`src/rtl/rc4_pkg.sv`:
```
// Shared constants, FSM state encoding and helpers for the RC4 decryption stage.
package rc4_pkg;

    localparam int S_SIZE    = 256;
    localparam int KEY_BYTES = 3;

    localparam logic [7:0] CHAR_LO    = 8'd97;
    localparam logic [7:0] CHAR_HI    = 8'd122;
    localparam logic [7:0] CHAR_SPACE = 8'd32;

    typedef enum logic [3:0] {
        FILL   = 4'd0,
        KSA_RI = 4'd1,
        KSA_RJ = 4'd2,
        KSA_CJ = 4'd3,
        KSA_WI = 4'd4,
        KSA_WJ = 4'd5,
        PR_RI  = 4'd6,
        PR_RJ  = 4'd7,
        PR_CJ  = 4'd8,
        PR_WI  = 4'd9,
        PR_WJ  = 4'd10,
        PR_RF  = 4'd11,
        PR_CF  = 4'd12,
        PR_WD  = 4'd13,
        DONE   = 4'd14
    } rc4_state_e;

    // A message of one byte still needs a one-bit address bus.
    function automatic int addr_width(input int len);
        return (len > 1) ? $clog2(len) : 1;
    endfunction

    function automatic logic is_text(input logic [7:0] b);
        return ((b >= CHAR_LO) && (b <= CHAR_HI)) || (b == CHAR_SPACE);
    endfunction

endpackage

```
`src/rtl/rc4_decrypt_if.sv`:
```
// Memory-side bus of the RC4 decryption stage: S RAM, encrypted ROM and decrypted RAM.
interface rc4_decrypt_if #(parameter int MSG_LEN = 32);

    localparam int AW = rc4_pkg::addr_width(MSG_LEN);

    logic [7:0]    s_addr;
    logic [7:0]    s_wdata;
    logic          s_wren;
    logic [7:0]    s_rdata;
    logic [AW-1:0] enc_addr;
    logic [7:0]    enc_rdata;
    logic [AW-1:0] dec_addr;
    logic [7:0]    dec_wdata;
    logic          dec_wren;

    modport master (
        output s_addr, s_wdata, s_wren,
        input  s_rdata,
        output enc_addr,
        input  enc_rdata,
        output dec_addr, dec_wdata, dec_wren
    );

    modport slave (
        input  s_addr, s_wdata, s_wren,
        output s_rdata,
        input  enc_addr,
        output enc_rdata,
        input  dec_addr, dec_wdata, dec_wren
    );

endinterface

```
`src/rtl/rc4_keybyte_sel.sv`:
```
// Selects key byte (i mod 3) for the key schedule using a wrapping counter instead of a divider.
module rc4_keybyte_sel
    import rc4_pkg::*;
(
    input  logic        clk,
    input  logic        reset,
    input  logic        clear,
    input  logic        advance,
    input  logic [23:0] key_q,
    output logic [7:0]  key_byte
);

    logic [1:0] sel;

    always_ff @(posedge clk or posedge reset) begin
        if (reset) begin
            sel <= 2'd0;
        end else if (clear) begin
            sel <= 2'd0;
        end else if (advance) begin
            sel <= (sel == 2'(KEY_BYTES - 1)) ? 2'd0 : sel + 2'd1;
        end
    end

    always_comb begin
        case (sel)
            2'd0:    key_byte = key_q[23:16];
            2'd1:    key_byte = key_q[15:8];
            default: key_byte = key_q[7:0];
        endcase
    end

endmodule

```
`src/rtl/rc4_decrypt.sv`:
```
// RC4 decryption stage: key schedule then keystream XOR into the decrypted RAM for each candidate key.
// Optional early abort on non-text output is enabled by defining RC4_EARLY_ABORT_EN.
module rc4_decrypt
    import rc4_pkg::*;
#(
    parameter int MSG_LEN = 32
) (
    input  logic          clk,
    input  logic          reset,
    input  logic [23:0]   key,
    input  logic          initialize,
    output logic          done,
    output logic          invalid,
    rc4_decrypt_if.master mem
);

    localparam int            AW     = addr_width(MSG_LEN);
    localparam logic [AW-1:0] LAST_K = AW'(MSG_LEN - 1);

    rc4_state_e    state;
    logic          active;
    logic [7:0]    i, j, si, sj, f_q, e_q;
    logic [AW-1:0] k;
    logic [23:0]   key_q;
    logic [7:0]    key_byte;
    logic          abort;

    rc4_keybyte_sel u_keysel (
        .clk      (clk),
        .reset    (reset),
        .clear    (state == FILL),
        .advance  (state == KSA_WJ),
        .key_q    (key_q),
        .key_byte (key_byte)
    );

`ifdef RC4_EARLY_ABORT_EN
    logic invalid_q;

    assign abort   = !is_text(f_q ^ e_q);
    assign invalid = invalid_q;

    always_ff @(posedge clk or posedge reset) begin
        if (reset) begin
            invalid_q <= 1'b0;
        end else if (active) begin
            if (initialize) begin
                invalid_q <= 1'b0;
            end else if (state == PR_WD && abort) begin
                invalid_q <= 1'b1;
            end
        end
    end
`else
    assign abort   = 1'b0;
    assign invalid = 1'b0;
`endif

    // The first cycle after reset only arms the block, so reset leaves every write strobe low.
    always_ff @(posedge clk or posedge reset) begin
        if (reset) begin
            state  <= FILL;
            active <= 1'b0;
            i      <= 8'd0;
            j      <= 8'd0;
            k      <= '0;
            si     <= 8'd0;
            sj     <= 8'd0;
            f_q    <= 8'd0;
            e_q    <= 8'd0;
            key_q  <= 24'd0;
        end else if (!active) begin
            active <= 1'b1;
        end else if (initialize) begin
            state <= FILL;
            i     <= 8'd0;
            j     <= 8'd0;
            k     <= '0;
        end else begin
            case (state)
                FILL: begin
                    if (i == 8'd0) key_q <= key;
                    i <= i + 8'd1;
                    if (i == 8'(S_SIZE - 1)) state <= KSA_RI;
                end
                KSA_RI: state <= KSA_RJ;
                KSA_RJ: begin
                    si    <= mem.s_rdata;
                    j     <= j + mem.s_rdata + key_byte;
                    state <= KSA_CJ;
                end
                KSA_CJ: begin
                    sj    <= mem.s_rdata;
                    state <= KSA_WI;
                end
                KSA_WI: state <= KSA_WJ;
                KSA_WJ: begin
                    i <= i + 8'd1;
                    if (i == 8'(S_SIZE - 1)) begin
                        j     <= 8'd0;
                        state <= PR_RI;
                    end else begin
                        state <= KSA_RI;
                    end
                end
                PR_RI: begin
                    i     <= i + 8'd1;
                    state <= PR_RJ;
                end
                PR_RJ: begin
                    si    <= mem.s_rdata;
                    j     <= j + mem.s_rdata;
                    state <= PR_CJ;
                end
                PR_CJ: begin
                    sj    <= mem.s_rdata;
                    state <= PR_WI;
                end
                PR_WI: state <= PR_WJ;
                PR_WJ: state <= PR_RF;
                PR_RF: state <= PR_CF;
                PR_CF: begin
                    f_q   <= mem.s_rdata;
                    e_q   <= mem.enc_rdata;
                    state <= PR_WD;
                end
                PR_WD: begin
                    k     <= k + AW'(1);
                    state <= (k == LAST_K || abort) ? DONE : PR_RI;
                end
                DONE:    state <= DONE;
                default: state <= FILL;
            endcase
        end
    end

    // Read addresses that depend on freshly returned data are formed combinationally from s_rdata.
    always_comb begin
        mem.s_addr  = i;
        mem.s_wdata = 8'd0;
        mem.s_wren  = 1'b0;
        case (state)
            FILL: begin
                mem.s_wdata = i;
                mem.s_wren  = active;
            end
            KSA_RJ:         mem.s_addr = j + mem.s_rdata + key_byte;
            KSA_CJ, PR_CJ:  mem.s_addr = j;
            KSA_WI, PR_WI: begin
                mem.s_wdata = sj;
                mem.s_wren  = 1'b1;
            end
            KSA_WJ, PR_WJ: begin
                mem.s_addr  = j;
                mem.s_wdata = si;
                mem.s_wren  = 1'b1;
            end
            PR_RI:          mem.s_addr = i + 8'd1;
            PR_RJ:          mem.s_addr = j + mem.s_rdata;
            PR_RF:          mem.s_addr = si + sj;
            default:        mem.s_addr = i;
        endcase
    end

    assign mem.enc_addr  = k;
    assign mem.dec_addr  = k;
    assign mem.dec_wdata = f_q ^ e_q;
    assign mem.dec_wren  = (state == PR_WD);
    assign done          = (state == DONE);

endmodule

```
`src/flat_wrapper.sv`:
```
// flat-port wrapper written by rule: the top's interface ports become plain ports
module rc4_decrypt_flat import rc4_pkg::*;
#(
    parameter int MSG_LEN = 32
)
  (clk, reset, key, initialize, done, invalid, mem_s_addr, mem_s_wdata, mem_s_wren, mem_s_rdata, mem_enc_addr, mem_enc_rdata, mem_dec_addr, mem_dec_wdata, mem_dec_wren);
  rc4_decrypt_if #(.MSG_LEN(MSG_LEN)) mem_i ();
  input  logic clk;
  input  logic reset;
  input  logic [23:0] key;
  input  logic initialize;
  output logic done;
  output logic invalid;
  output wire logic [$bits(mem_i.s_addr)-1:0] mem_s_addr;
  output wire logic [$bits(mem_i.s_wdata)-1:0] mem_s_wdata;
  output wire logic [$bits(mem_i.s_wren)-1:0] mem_s_wren;
  input wire logic [$bits(mem_i.s_rdata)-1:0] mem_s_rdata;
  output wire logic [$bits(mem_i.enc_addr)-1:0] mem_enc_addr;
  input wire logic [$bits(mem_i.enc_rdata)-1:0] mem_enc_rdata;
  output wire logic [$bits(mem_i.dec_addr)-1:0] mem_dec_addr;
  output wire logic [$bits(mem_i.dec_wdata)-1:0] mem_dec_wdata;
  output wire logic [$bits(mem_i.dec_wren)-1:0] mem_dec_wren;
  assign mem_s_addr = mem_i.s_addr;
  assign mem_s_wdata = mem_i.s_wdata;
  assign mem_s_wren = mem_i.s_wren;
  assign mem_i.s_rdata = mem_s_rdata;
  assign mem_enc_addr = mem_i.enc_addr;
  assign mem_i.enc_rdata = mem_enc_rdata;
  assign mem_dec_addr = mem_i.dec_addr;
  assign mem_dec_wdata = mem_i.dec_wdata;
  assign mem_dec_wren = mem_i.dec_wren;
  rc4_decrypt #(.MSG_LEN(MSG_LEN)) u_core (.clk(clk), .reset(reset), .key(key), .initialize(initialize), .done(done), .invalid(invalid), .mem(mem_i));
endmodule
```
`config.mk`:
```
export PLATFORM = sky130hd
export DESIGN_NAME = rc4_decrypt_flat
export DESIGN_NICKNAME = d
export VERILOG_FILES = /design/src/rtl/rc4_pkg.sv /design/src/rtl/rc4_decrypt_if.sv /design/src/rtl/rc4_keybyte_sel.sv /design/src/rtl/rc4_decrypt.sv /design/src/flat_wrapper.sv
export SDC_FILE = /design/constraint.sdc
export NUM_CORES = 1
export LEC_CHECK = 0
export BUFFER_PORTS_ARGS = -buffer_cell sky130_fd_sc_hd__buf_2
export CAP_MARGIN = 40
export CORE_ASPECT_RATIO = 2
export CORE_MARGIN = 3
export CORE_UTILIZATION = 55
export CTS_CLUSTER_DIAMETER = 60
export CTS_CLUSTER_SIZE = 12
export DETAILED_ROUTE_END_ITERATION = 7
export GPL_TIMING_DRIVEN = 1
export MAX_ROUTING_LAYER = met4
export PLACE_DENSITY_LB_ADDON = 0.1
export RECOVER_POWER = 50
export SYNTH_ARGS = -nofsm -noshare
export SYNTH_HDL_FRONTEND = slang
export SYNTH_SLANG_ARGS = --single-unit
```
`constraint.sdc`:
```
create_clock -name clk -period 4.1 [get_ports clk]
set_input_delay 0.205 -clock clk [delete_from_list [all_inputs] [get_ports clk]]
set_output_delay 0.205 -clock clk [all_outputs]
set_load 0.05 [all_outputs]
```
==> flow_summary.ini <==
[global_routing]
grt_usage_pct = 29.52
grt_pass1_wl_um = 25060
grt_pass1_vias = 4709
grt.overflow.total = 0
grt_max_degree = 37
antenna_found_initial = 0

[routing]
vias = 4705
vias_per_cell = 6.166
wl_per_cell_um = 21.09
first_pass_iters = 5
wl_um = 16090
ant_nets = 0
drc = 0
drt_iter0_drc = 344

[critical_path]
worstSetupEndpoint = mem_s_addr[7]
worstPathArrival_ns = 3.81
r2r_setup_slack_ns = 0.72
r2r_start = u_core.j[4]$_DFFE_PP0P_
critical_path_class = register to primary output
cp-end-kind = primary output
worst-path-max-fanout = 6
cp-start-kind = register
r2r_end = u_core.j[7]$_DFFE_PP0P_
cp_data_required_time_ns = 3.89
reg2regPathDepth = 11
cp-startpoint = u_core.j[4]$_DFFE_PP0P_

[yosys]
synth_cells = 558
synth.distinct_cells = 69
synth_area_leader_cell = dfrtp_1
synth_fp_nets = 629
synthTopCellsByArea = dfrtp_1 (38%), mux2_2 (11%), ha_1 (5.7%)
syn_area_um2 = 5534
synth_top_area_share_pct = 37.98
syn_area_per_cell_um2 = 9.918
ys_seq_area_share_pct = 37.98
synth.most_common_cell = dfrtp_1
async_flop_share_pct = 100.0
ys.flop_type = dfrtp_1
synthTopCellsByCount = dfrtp_1 (84), mux2_2 (54), nand2_1 (43)
ys_ff_latch = 84
synth-edff-count = 0
yosys_warnings = 0

[finish]
fin_area_um2 = 6284
syn_to_final_growth_pct = 13.54
final_util_pct = 64.36
antennaDiodeCount = 0
layout-drive-gt1-share_pct = 24.88
nets = 697

[die]
die_w_um = 76.93
die_h_um = 147.9
dieArea_um2 = 11370
coreArea_um2 = 9763
initial_core_util_pct = 56.68
num_io_pins = 81
rows = 51

[pwr]
p_per_area_nw_per_um2 = 590.8
pwr-share-clk_pct = 22.0
peakVddDrop_uv = 425.1
pwr-share-seq_pct = 32.2
p_leak_uw = 0.003040
p_comb_share_pct = 45.7
p_sw_uw = 1519
p_int_uw = 2193
switching_share_pct = 40.92

[place]
pre_cts_slack_ns = 0.3916
port_buffers = 79
place_hpwl_um = 12370
gp_congestion = 0.9537
post_dp_cell_area_um2 = 6007

[flow_run]
drv_cap = 1

[timing]
hold_slack_ns = 0.08056
fmax_ghz = 0.2489
setup_violations = 0
worstMarginPinSlew_ns = 1.649
finalMaxSlewViolations = 29
fin_crit_ns = 4.017
final-hold-violation-count = 0
rsz0062_at_grt = true
relSlewSlack_pct = -9.928
setup_ws_ns = 0.08291
finClkSkew_ns = 0.007954
period_share_pct = 97.98

[clocking]
htree_levels = 3
numCtsBuffers = 9
clock_latency_ns = 0.34
clockBufferDepth = 2
clkTransAtPathRegs_ns = 0.06
post-cts-setup-buffers = 0
clock-sinks = 84
cts_tree = built
cts_root_buf = clkbuf_16

[status]
status = complete, but fails checks
violations = max-capacitance violations, max-slew violations

[hold_path]
hold_class = input port to register
[stage by stage]
step	instances	total power [µW]	TNS [ns]
finish	763	3712	0
global route	763	3921	-0.05265
CTS	763	3687	0
detailed placement	746	2861	0
global placement	744	2810	0
floorplan	558	2420	0
[power groups by stage]
stage               clock [µW]  sequential (µW)  combinational (µW)
floorplan                    0             1170                1250
global placement             0             1190                1620
detailed placement           0             1210                1650
CTS                        828             1190                1660
global route               855             1220                1840
finish                     818             1200                1700
[layout make-up]
class                           instances  area, µm²
Timing Repair Buffer                   89      446.7
Multi-Input combinational cell        406       3142
Clock inverter                          6      62.56
Clock buffer                           10      229.0
Tap cell                              132      165.2
Fill cell                             825       3480
Inverter                               36      136.4
Sequential cell                        84       2102
[state kept, by name (all words and copies together) (netlist names), 2 cells and up]
signal,cells
u_core.key_q,24
u_core.e_q,8
u_core.f_q,8
u_core.i,8
u_core.j,8
u_core.si,8
u_core.sj,8
u_core.mem.dec_addr,5
u_core.state,4
u_core.u_keysel.sel,2
[what timing repair did]
item | 4_1_cts | 5_1_grt
hold endpoints to repair | 21 | 0
setup endpoints to repair | 0 | 2
hold buffers | 1 | 0
gates resized for setup | 0 | 5
[worst max-delay path: stages, from the launching register on]
cell	delay [ns]
dfrtp_1	0.41
ha_1	0.35
and3_1	0.20
a2111o_1	0.49
xor2_2	0.20
ha_2	0.24
or4_1	0.53
a21oi_2	0.14
o21a_1	0.16
o21ai_0	0.10
a211o_1	0.31
nand2_1	0.09
clkbuf_4	0.24
[how the worst min path moves through the flow]
| stage | from | end | depth (start not counted) |
|---|---|---|---|
| final | key[1] | u_core.key_q[1]$_DFFE_PP0P_ | 2 |
| after global routing | key[21] | u_core.key_q[21]$_DFFE_PP0P_ | 2 |
| after CTS | key[1] | u_core.key_q[1]$_DFFE_PP0P_ | 2 |
| after detailed placement | reset | u_core.e_q[3]$_DFFE_PP0P_ | 2 |
| after global placement | reset | u_core.e_q[3]$_DFFE_PP0P_ | 2 |
| after floorplan | key[1] | u_core.key_q[1]$_DFFE_PP0P_ | 1 |
[kinds of logic (layout without fill, tap and decap cells)]
group | after synthesis | count (layout) | share of synthesized area, %
AOI/OAI and AO/OA | 149 | 149 | 19.17
buffers and inverters | 68 | 141 | 5.494
adders and majority gates | 28 | 28 | 6.738
muxes | 66 | 66 | 13.20
DFF | 84 | 84 | 37.98
and+or+nand+nor | 132 | 132 | 12.68
xor gates and xnor gates | 29 | 29 | 4.590
other | 2 | 2 | 0.1357
[layout by cell type, fill, tap and decap left out, drive strengths merged, types with 9 or more instances in the layout]
master  netlist  final
dfrtp        84     84
buf          23     67
mux2         56     56
nand2        43     43
o21ai        42     42
inv          35     35
clkbuf        9     31
ha           25     25
nor2         25     25
a21oi        19     19
xnor2        15     15
xor2         14     14
nand2b       11     11
mux2i        10     10
nand3         9      9
o22ai         9      9
[routing by layer]
layer  vias up  track usage (%)  wire length [µm]
met5         -                -                 0
met3        46            3.841               653
met1      2321            32.51              6124
met4         0            15.15               728
met2       165            51.57              8584
li1       2173                -                 -
No activity file was read; power rests on OpenSTA's default activity.
